### src/rtl/hazard_ctrl_if.sv
// Pipeline-hazard bus: register indices and control bits from the D/E/M/W
// stages towards the sequencer, and stall/flush/forward controls back.
interface hazard_ctrl_if #(
  parameter int REG_W = 4,
  parameter int CNT_W = 16
);
  logic [REG_W-1:0] ra1_D;
  logic [REG_W-1:0] ra2_D;
  logic [REG_W-1:0] ra1_E;
  logic [REG_W-1:0] ra2_E;
  logic [REG_W-1:0] regScr_E;
  logic             regw_E;
  logic             regmem_E;
  logic [REG_W-1:0] regScr_M;
  logic             regw_M;
  logic             memreq_M;
  logic             mem_ready;
  logic [REG_W-1:0] regScr_W;
  logic             regw_W;
  logic             branch_E;
  logic [1:0]       fwdA_E;
  logic [1:0]       fwdB_E;
  logic             stall_F;
  logic             stall_D;
  logic             stall_E;
  logic             stall_M;
  logic             flush_D;
  logic             flush_E;
  logic             flush_W;
  logic             mem_fault;
  logic [CNT_W-1:0] stall_cycles;

  // Pipeline side: supplies stage information, consumes sequencing controls.
  modport master (
    output ra1_D, ra2_D, ra1_E, ra2_E, regScr_E, regw_E, regmem_E,
           regScr_M, regw_M, memreq_M, mem_ready, regScr_W, regw_W, branch_E,
    input  fwdA_E, fwdB_E, stall_F, stall_D, stall_E, stall_M,
           flush_D, flush_E, flush_W, mem_fault, stall_cycles
  );

  // Sequencer side.
  modport slave (
    input  ra1_D, ra2_D, ra1_E, ra2_E, regScr_E, regw_E, regmem_E,
           regScr_M, regw_M, memreq_M, mem_ready, regScr_W, regw_W, branch_E,
    output fwdA_E, fwdB_E, stall_F, stall_D, stall_E, stall_M,
           flush_D, flush_E, flush_W, mem_fault, stall_cycles
  );
endinterface

### src/rtl/hazard_ctrl.sv
// Pipeline sequencer for the 5-stage core: forwarding select, load-use stall,
// branch squash, and a memory-wait freeze with a watchdog fault trap.
module hazard_ctrl #(
  parameter int REG_W     = 4,
  parameter int NOFWD_REG = 15,
  parameter int MAX_WAIT  = 15,
  parameter int CNT_W     = 16
) (
  input logic          clk,
  input logic          rst,
  hazard_ctrl_if.slave hz
);

  typedef enum logic [1:0] {RUN, MEMWAIT, FAULT} state_t;

  state_t           state_q, state_d;
  logic [7:0]       wait_cnt_q, wait_cnt_d;
  logic             mem_fault_q, mem_fault_d;
  logic [CNT_W-1:0] stall_cycles_q, stall_cycles_d;

  logic [1:0] fwd_a, fwd_b;
  logic       ldstall;
  logic       st_f, st_d, st_e, st_m, fl_d, fl_e, fl_w;

  // Forwarding select: the younger M result takes priority over W.
  always_comb begin
    fwd_a = 2'b00;
    fwd_b = 2'b00;
    if (hz.regw_M && hz.regScr_M == hz.ra1_E && hz.ra1_E != REG_W'(NOFWD_REG))
      fwd_a = 2'b10;
    else if (hz.regw_W && hz.regScr_W == hz.ra1_E && hz.ra1_E != REG_W'(NOFWD_REG))
      fwd_a = 2'b01;
    if (hz.regw_M && hz.regScr_M == hz.ra2_E && hz.ra2_E != REG_W'(NOFWD_REG))
      fwd_b = 2'b10;
    else if (hz.regw_W && hz.regScr_W == hz.ra2_E && hz.ra2_E != REG_W'(NOFWD_REG))
      fwd_b = 2'b01;
  end

  assign ldstall = hz.regmem_E && hz.regw_E &&
                   (hz.regScr_E == hz.ra1_D || hz.regScr_E == hz.ra2_D);

  // Sequencer: next state and stall/flush decode from state and current inputs.
  // A MEMWAIT cycle that sees mem_ready falls through to the RUN decode so the
  // held branch/load-use condition is acted on in the release cycle itself.
  always_comb begin
    logic freeze;
    logic use_run;
    state_d     = state_q;
    wait_cnt_d  = wait_cnt_q;
    mem_fault_d = mem_fault_q;
    freeze      = 1'b0;
    use_run     = 1'b0;
    st_f = 1'b0; st_d = 1'b0; st_e = 1'b0; st_m = 1'b0;
    fl_d = 1'b0; fl_e = 1'b0; fl_w = 1'b0;

    case (state_q)
      RUN: use_run = 1'b1;
      MEMWAIT: begin
        if (hz.mem_ready) begin
          use_run    = 1'b1;
          state_d    = RUN;
          wait_cnt_d = '0;
        end else begin
          freeze = 1'b1;
          if (wait_cnt_q == 8'(MAX_WAIT)) begin
            state_d     = FAULT;
            mem_fault_d = 1'b1;
          end else begin
            wait_cnt_d = wait_cnt_q + 8'd1;
          end
        end
      end
      FAULT: begin
        freeze      = 1'b1;
        mem_fault_d = 1'b1;
      end
      default: state_d = RUN;
    endcase

    if (use_run) begin
      if (hz.memreq_M && !hz.mem_ready) begin
        freeze     = 1'b1;
        state_d    = MEMWAIT;
        wait_cnt_d = 8'd1;
      end else if (hz.branch_E) begin
        fl_d = 1'b1;
        fl_e = 1'b1;
      end else if (ldstall) begin
        st_f = 1'b1;
        st_d = 1'b1;
        fl_e = 1'b1;
      end
    end

    if (freeze) begin
      st_f = 1'b1; st_d = 1'b1; st_e = 1'b1; st_m = 1'b1;
      fl_w = 1'b1;
    end

    if (rst) begin
      st_f = 1'b0; st_d = 1'b0; st_e = 1'b0; st_m = 1'b0;
      fl_d = 1'b1; fl_e = 1'b1; fl_w = 1'b1;
    end

    stall_cycles_d = stall_cycles_q;
    if (st_f && stall_cycles_q != '1)
      stall_cycles_d = stall_cycles_q + 1'b1;
  end

  // State, watchdog, sticky fault and performance counter registers.
  always_ff @(posedge clk) begin
    if (rst) begin
      state_q        <= RUN;
      wait_cnt_q     <= '0;
      mem_fault_q    <= 1'b0;
      stall_cycles_q <= '0;
    end else begin
      state_q        <= state_d;
      wait_cnt_q     <= wait_cnt_d;
      mem_fault_q    <= mem_fault_d;
      stall_cycles_q <= stall_cycles_d;
    end
  end

  assign hz.fwdA_E       = rst ? 2'b00 : fwd_a;
  assign hz.fwdB_E       = rst ? 2'b00 : fwd_b;
  assign hz.stall_F      = st_f;
  assign hz.stall_D      = st_d;
  assign hz.stall_E      = st_e;
  assign hz.stall_M      = st_m;
  assign hz.flush_D      = fl_d;
  assign hz.flush_E      = fl_e;
  assign hz.flush_W      = fl_w;
  assign hz.mem_fault    = mem_fault_q;
  assign hz.stall_cycles = stall_cycles_q;

endmodule
### src/flat_wrapper.sv
// flat-port wrapper written by rule: the top's interface ports become plain ports
module hazard_ctrl_flat 
#(
  parameter int REG_W     = 4,
  parameter int NOFWD_REG = 15,
  parameter int MAX_WAIT  = 15,
  parameter int CNT_W     = 16
)
  (clk, rst, hz_ra1_D, hz_ra2_D, hz_ra1_E, hz_ra2_E, hz_regScr_E, hz_regw_E, hz_regmem_E, hz_regScr_M, hz_regw_M, hz_memreq_M, hz_mem_ready, hz_regScr_W, hz_regw_W, hz_branch_E, hz_fwdA_E, hz_fwdB_E, hz_stall_F, hz_stall_D, hz_stall_E, hz_stall_M, hz_flush_D, hz_flush_E, hz_flush_W, hz_mem_fault, hz_stall_cycles);
  hazard_ctrl_if #(.REG_W(REG_W), .CNT_W(CNT_W)) hz_i ();
  input logic clk;
  input logic rst;
  input wire logic [$bits(hz_i.ra1_D)-1:0] hz_ra1_D;
  input wire logic [$bits(hz_i.ra2_D)-1:0] hz_ra2_D;
  input wire logic [$bits(hz_i.ra1_E)-1:0] hz_ra1_E;
  input wire logic [$bits(hz_i.ra2_E)-1:0] hz_ra2_E;
  input wire logic [$bits(hz_i.regScr_E)-1:0] hz_regScr_E;
  input wire logic [$bits(hz_i.regw_E)-1:0] hz_regw_E;
  input wire logic [$bits(hz_i.regmem_E)-1:0] hz_regmem_E;
  input wire logic [$bits(hz_i.regScr_M)-1:0] hz_regScr_M;
  input wire logic [$bits(hz_i.regw_M)-1:0] hz_regw_M;
  input wire logic [$bits(hz_i.memreq_M)-1:0] hz_memreq_M;
  input wire logic [$bits(hz_i.mem_ready)-1:0] hz_mem_ready;
  input wire logic [$bits(hz_i.regScr_W)-1:0] hz_regScr_W;
  input wire logic [$bits(hz_i.regw_W)-1:0] hz_regw_W;
  input wire logic [$bits(hz_i.branch_E)-1:0] hz_branch_E;
  output wire logic [$bits(hz_i.fwdA_E)-1:0] hz_fwdA_E;
  output wire logic [$bits(hz_i.fwdB_E)-1:0] hz_fwdB_E;
  output wire logic [$bits(hz_i.stall_F)-1:0] hz_stall_F;
  output wire logic [$bits(hz_i.stall_D)-1:0] hz_stall_D;
  output wire logic [$bits(hz_i.stall_E)-1:0] hz_stall_E;
  output wire logic [$bits(hz_i.stall_M)-1:0] hz_stall_M;
  output wire logic [$bits(hz_i.flush_D)-1:0] hz_flush_D;
  output wire logic [$bits(hz_i.flush_E)-1:0] hz_flush_E;
  output wire logic [$bits(hz_i.flush_W)-1:0] hz_flush_W;
  output wire logic [$bits(hz_i.mem_fault)-1:0] hz_mem_fault;
  output wire logic [$bits(hz_i.stall_cycles)-1:0] hz_stall_cycles;
  assign hz_i.ra1_D = hz_ra1_D;
  assign hz_i.ra2_D = hz_ra2_D;
  assign hz_i.ra1_E = hz_ra1_E;
  assign hz_i.ra2_E = hz_ra2_E;
  assign hz_i.regScr_E = hz_regScr_E;
  assign hz_i.regw_E = hz_regw_E;
  assign hz_i.regmem_E = hz_regmem_E;
  assign hz_i.regScr_M = hz_regScr_M;
  assign hz_i.regw_M = hz_regw_M;
  assign hz_i.memreq_M = hz_memreq_M;
  assign hz_i.mem_ready = hz_mem_ready;
  assign hz_i.regScr_W = hz_regScr_W;
  assign hz_i.regw_W = hz_regw_W;
  assign hz_i.branch_E = hz_branch_E;
  assign hz_fwdA_E = hz_i.fwdA_E;
  assign hz_fwdB_E = hz_i.fwdB_E;
  assign hz_stall_F = hz_i.stall_F;
  assign hz_stall_D = hz_i.stall_D;
  assign hz_stall_E = hz_i.stall_E;
  assign hz_stall_M = hz_i.stall_M;
  assign hz_flush_D = hz_i.flush_D;
  assign hz_flush_E = hz_i.flush_E;
  assign hz_flush_W = hz_i.flush_W;
  assign hz_mem_fault = hz_i.mem_fault;
  assign hz_stall_cycles = hz_i.stall_cycles;
  hazard_ctrl #(.REG_W(REG_W), .NOFWD_REG(NOFWD_REG), .MAX_WAIT(MAX_WAIT), .CNT_W(CNT_W)) u_core (.clk(clk), .rst(rst), .hz(hz_i));
endmodule
### config.mk
export PLATFORM = sky130hd
export DESIGN_NAME = hazard_ctrl_flat
export DESIGN_NICKNAME = d
export VERILOG_FILES = /design/src/rtl/hazard_ctrl_if.sv /design/src/rtl/hazard_ctrl.sv /design/src/flat_wrapper.sv
export SDC_FILE = /design/constraint.sdc
export NUM_CORES = 1
export LEC_CHECK = 0
export ABC_AREA = 1
export CAP_MARGIN = 25
export CORE_MARGIN = 2
export CORE_UTILIZATION = 47
export CTS_CLUSTER_SIZE = 16
export DETAILED_ROUTE_END_ITERATION = 6
export GPL_TIMING_DRIVEN = 1
export PLACE_DENSITY_LB_ADDON = 0.1
export SKIP_CTS_REPAIR_TIMING = 1
export SYNTH_ARGS = -nofsm -noshare
export SYNTH_HDL_FRONTEND = slang
export SYNTH_SLANG_ARGS = --single-unit
### constraint.sdc
create_clock -name clk -period 1.7 [get_ports clk]
set_input_delay 0.17 -clock clk [delete_from_list [all_inputs] [get_ports clk]]
set_output_delay 0.17 -clock clk [all_outputs]
set_load 0.05 [all_outputs]
; After elaboration in Yosys (flattened, before gate mapping)
; Cells that the tools add are included.
[totals]
reg_bits = 27
out_inout_bits = 28
input_bits = 37
word_cells = 80
[classes]
n_eq_ne = 14
add_sub_neg = 2
muxes = 42
n_reduce_logical = 18
[op_table]
columns = operator, count
row1 = 8-bit 2-to-1 mux, 5
row2 = 1-bit 2-to-1 mux, 25
row3 = 4-bit equality test, 6
row4 = "16-bit by 1-bit adder with 16-bit output, second input constant", 1
row5 = 2-bit 2-to-1 mux, 8
row6 = "16-bit != test, second input constant", 1
row7 = 1-bit logical AND, 12
row8 = "8-bit by 1-bit adder with 8-bit output, second input constant", 1
row9 = "8-bit by 4-bit equality test with 1-bit output, second input constant", 1
row10 = "4-bit != test, second input constant", 2
row11 = 1-bit one-hot mux with 2 select lines, 3
row12 = 2-bit one-hot mux with 2 select lines, 1
row13 = 3-bit AND reduction, 1
row14 = "2-bit by 1-bit equality test with 1-bit output, second input constant", 1
row15 = "2-bit equality test, second input constant", 1
row16 = 2-bit zero test, 1
row17 = "2-bit by 1-bit != test with 1-bit output, second input constant", 1
row18 = "2-bit != test, second input constant", 1
row19 = 2-bit nonzero test, 1
row20 = 2-bit OR reduction, 1
row21 = 1-bit zero test, 1
row22 = 1-bit logical OR, 1

; Longest topological paths before layout
[depth]
word_depth = 10
mapped_depth = 13
ltp_nobuf = 12

; Least setup slack after synthesis
; OpenSTA, ideal clock, no wires.
[synth_timing]
kind = register to output
start = register u_core.state_q[1]
end = output hz_flush_E
slack_ps = -363
stages_incl_launch_ff = 7
n_path_buf = 0
arrival_ps = 1893
cell_sequence = dfxtp_1 inv_1 ha_1 nand2_2 nand2_2 nand2_2 o21ai_0
[synth_via]
elab_chain_len = 4
elab_cells_between_ends = 5
cone_classes = 1 x eq/ne / 3 x mux / 1 x reduce/logical
[synth_lines]
columns = item, line_no
row1 = "start, declared", hazard_ctrl.sv:16  ; state_t state_q, state_d;
row2 = "start signal, assigned", hazard_ctrl.sv:118  ; state_q <= state_d;
row3 = 2-bit by 1-bit equality test with 1-bit output / 2-bit zero test (equally long branches), hazard_ctrl.sv:56  ; case (state_q)
row4 = 1-bit one-hot mux with 2 select lines *, hazard_ctrl.sv:56
row5 = 1-bit 2-to-1 mux *, hazard_ctrl.sv:80  ; if (use_run) begin
row6 = 1-bit 2-to-1 mux *, hazard_ctrl.sv:100  ; if (rst) begin
row7 = "end, declared", flat_wrapper.sv:34  ; output wire logic [$bits(hz_i.flush_E)-1:0] hz_flush_E;
; Every way passes the cells marked *; elsewhere a longest branch is shown, timed or not.

; Worst setup path after layout
[layout_timing]
start = register u_core.state_q[1]
end = output hz_stall_F
[layout_via]
elab_chain_len = 6
elab_cells_between_ends = 10
cone_classes = 2 x eq/ne / 7 x mux / 1 x reduce/logical
[layout_lines]
columns = item, line_no
row1 = 2-bit equality test / 2-bit by 1-bit equality test with 1-bit output (equally long branches), hazard_ctrl.sv:56
row2 = 1-bit one-hot mux with 2 select lines, hazard_ctrl.sv:56
row3 = 1-bit 2-to-1 mux, hazard_ctrl.sv:81  ; if (hz.memreq_M && !hz.mem_ready) begin
row4 = 1-bit 2-to-1 mux, hazard_ctrl.sv:80
row5 = 1-bit 2-to-1 mux *, hazard_ctrl.sv:95  ; if (freeze) begin
row6 = 1-bit 2-to-1 mux *, hazard_ctrl.sv:100
row7 = "end, declared", flat_wrapper.sv:29  ; output wire logic [$bits(hz_i.stall_F)-1:0] hz_stall_F;
; Marked as above.

==> results by group <==
Worst setup path
  • Critical path peak fanout: 4
  • Crit path cell chain: inv_6 > ha_4 > nand2_2 > inv_2 > o21ai_2 > nand2_1 > nand2_2 > nand2_4 > buf_6 > buf_12
  • CP dominant cell by count: nand2_2
  • R2R cell count: 11
  • Crit. End Element: output port
  • Slowest-stage cell, CP: dfxtp_4
  • Worst EP arrival: 1.72 ns
  • Launch point of the worst reg-to-reg path: u_core.state_q[1]
  • Worst R2R Setup Slack: 0.06 ns
  • Crit Path Class: flop to output port
  • Startpoint Class: flop
  • R2R Path End: u_core.hz.stall_cycles[1]
  • Max incr delay on CP: 0.39 ns
  • WP data required: 1.53 ns

Global routing
  • GRT busiest layer: met2
  • Met1 Track Usage GR: 26.7%
  • Largest net degree at the start of global routing: 29
  • Number of global-route vias before repair: 2289
  • Met3 Track Usage GR: 4.62%
  • Met2 Usage GRT: 40.3%
  • Initial antenna violation count: 0
  • Gr ovfl total: 0
  • GRT Util Overall: 22.0%
  • First-pass GRT wire length: 9240 µm

Yosys
  • Cells after synthesis: 339
  • Post-Syn Area per Cell: 6.10 µm²
  • Synth Area in Adders: 3.63%
  • #FFs+latches synth: 27
  • Register area share after synthesis: 26.2%
  • XOR/XNOR Fraction of Synth Area: 3.81%
  • Post-synth cell types: 33
  • Post-synthesis mux area share: 0%
  • Syn nets: 382
  • Synth Area in Compound Gates: 11.6%
  • Simple-gate share of the synthesized area: 41.5%
  • Synth warnings: 0
  • Synth Cell Area: 0.00207 mm²
  • Largest family of logic cells by synthesized area: simple AND/OR/NAND/NOR gates

CTS
  • Clk_lat worst skew: 0.28 ns
  • Worst-path clk slew: 0.09 ns
  • Num CTS Buffers: 3
  • # clock sinks: 27
  • Clock buffer depth: 2
  • H-Tree Depth: 1
  • CTS tree: done
  • Clock root buffer master: clkbuf_8

Detailed routing
  • Via count: 2461
  • DRC: 0
  • Final ANT Viol Nets: 0
  • Routed wire length: 5870 µm
  • Drt wl/cell: 12.0 µm
  • Via/cell ratio: 5.04
  • Initial DRC count: 84
  • Detailed Routing Iterations Pass 1: 4

Finish
  • Layout Nets: 480
  • Fin area: 0.00334 mm²
  • Fillers: 313
  • Area added between synthesis and finish: 61.4%
  • FF/Latch Area: 554 µm²
  • Area of the multi-input gates: 0.00138 mm²
  • Antenna diodes: 0
  • Share of cells above drive strength 1: 28.0%

STA
  • Slew headroom: 66.2%
  • Final hold viol count: 0
  • Worst Tran Pin Value: 0.505 ns
  • Crit path time final: 1.89 ns
  • Max Clock Freq: 530 MHz
  • RSZ-0062 raised after global routing: yes
  • Final setup fails: 5
  • Final Max Tran Viols: 0
  • Hold Slack: 0.515 ns
  • Worst Slack Setup Final: -0.188 ns
  • Final period util: 111%
  • Skew final: 0.0109 ns

Power and ir drop
  • Max IR drop VDD: 0.395 mV
  • PwrDens: 459 mW/mm²
  • Leakage: 1.73 nW

Floorplanning
  • Die X: 70.3 µm
  • Die Area: 0.00494 mm²
  • Initial Util: 48.1%
  • Row cnt: 24
  • Die Ht: 70.3 µm
  • Ports: 65
  • Core area: 0.00429 mm²

Min path
  • Worst Hold End: u_core.wait_cnt_q[7]
  • Cells on Worst Hold Path: 2
  • Hold_sp: u_core.wait_cnt_q[7]
  • HP Class: flop to flop

Run
  • Max-cap violations: 0

Placed design
  • DP Wirelength: 4180 µm
  • IO Port Bufs: 64
  • Placement-stage cell area: 0.00303 mm²
  • Global placement routability congestion: 0.879

Run status
  • Failing checks: negative setup slack
  • Status: complete, but fails checks
[kinds of logic after synthesis]
family / after synthesis
AOI/OAI and AO/OA: 42
xor gates and xnor gates: 9
adders and majority gates: 6
buffers and inverters: 64
DFF: 27
and+or+nand+nor: 191
[cell type report]
type	count	area share, %
clock inverter	1	0.225
inverter	56	6.60
multi-input combinational	248	41.5
clock buffer	3	1.24
sequential	27	16.6
tap	52	1.95
timing repair buffer	101	31.9
[routing by layer]
metal	wire length (µm)	vias to the layer above
met2	3140	62
met1	2400	1132
met3	297	5
li1	-	1262
met5	0	-
met4	35	0
[per-stage QoR]
| stage | TNS (ns) | worst slack, ns | cells | utilization [%] | power (mW) |
|---|---|---|---|---|---|
| final | -0.643 | -0.188 | 488 | 77.7 | 1.53 |
| after global routing | -1.46 | -0.266 | 488 | 77.7 | 1.60 |
| after CTS | -1.30 | -0.259 | 482 | 71.8 | 1.49 |
| after detailed placement | -1.46 | -0.106 | 478 | 70.6 | 1.11 |
| after global placement | -0.406 | -0.0431 | 478 | 70.6 | 1.10 |
| after floorplan | 0 | 0.00163 | 339 | - | 0.876 |
[flip-flops by register name (all words and copies together) (netlist names)]
register	cells
u_core.wait_cnt_q	8
u_core.hz.stall_cycles	16
u_core.hz.mem_fault	1
u_core.state_q	2
[power breakdown]
group / switching [mW] / internal [mW] / leakage (nW)
clock: 0.214 / 0.167 / 0.0217
sequential: 0.00884 / 0.639 / 0.222
combinational: 0.257 / 0.245 / 1.48
total: 0.480 / 1.05 / 1.73
[worst max path at each step]
stage / from / end / cells after the start
6_report: u_core.state_q[1] / hz_stall_F / 10
5_1_grt: u_core.state_q[1] / hz_stall_F / 10
4_1_cts: u_core.state_q[1] / hz_stall_D / 10
3_5_place_dp: hz_regScr_E[1] / u_core.hz.stall_cycles[6] / 13
3_3_place_gp: hz_ra2_E[0] / hz_fwdB_E[0] / 7
2_1_floorplan: u_core.hz.stall_cycles[2] / u_core.hz.stall_cycles[11] / 8
[cells in the final DEF, fill, tap and decap left out, drive strengths merged]
master and n:
a211oi 1, a21oi 23, a22oi 4, and3 3
buf 57, clkbuf 3, clkdlybuf4s50 25, clkinvlp 1
dfxtp 27, dlymetal6s2s 19, ha 6, inv 56
nand2 91, nand3 25, nand3b 2, nand4 3
nor2 55, nor3 6, nor3b 2, nor4 3
o21ai 8, o221a 1, o22ai 5, or2 1
xnor2 2, xor2 7
[worst max-delay path: cells and delay by family, from the launching register on]
| kind | cells | cell delay [ns] |
|---|---|---|
| compound gates | 1 | 0.17 |
| fa+ha+maj | 1 | 0.17 |
| buf+inv | 4 | 0.36 |
| flops | 1 | 0.39 |
| simple gates | 4 | 0.35 |
[synthesized netlist by cell type (all sizes together)]
library cell / count / area share, %
nor2: 55 / 10
o22ai: 5 / 1.5
nor4: 3 / 0.91
nand3: 25 / 6.3
o21ai: 8 / 2.1
or2: 1 / 0.30
a211oi: 1 / 0.36
buf: 8 / 3.2
xnor2: 2 / 0.85
a22oi: 4 / 1.5
xor2: 7 / 3.0
and3: 3 / 0.91
ha: 6 / 3.6
nand4: 3 / 1.2
inv: 56 / 10
nand2: 91 / 18
nor3: 6 / 1.9
dfxtp: 27 / 26
a21oi: 23 / 5.6
o221a: 1 / 0.54
nand3b: 2 / 0.73
nor3b: 2 / 0.97
(Power assumes the default switching activity.)
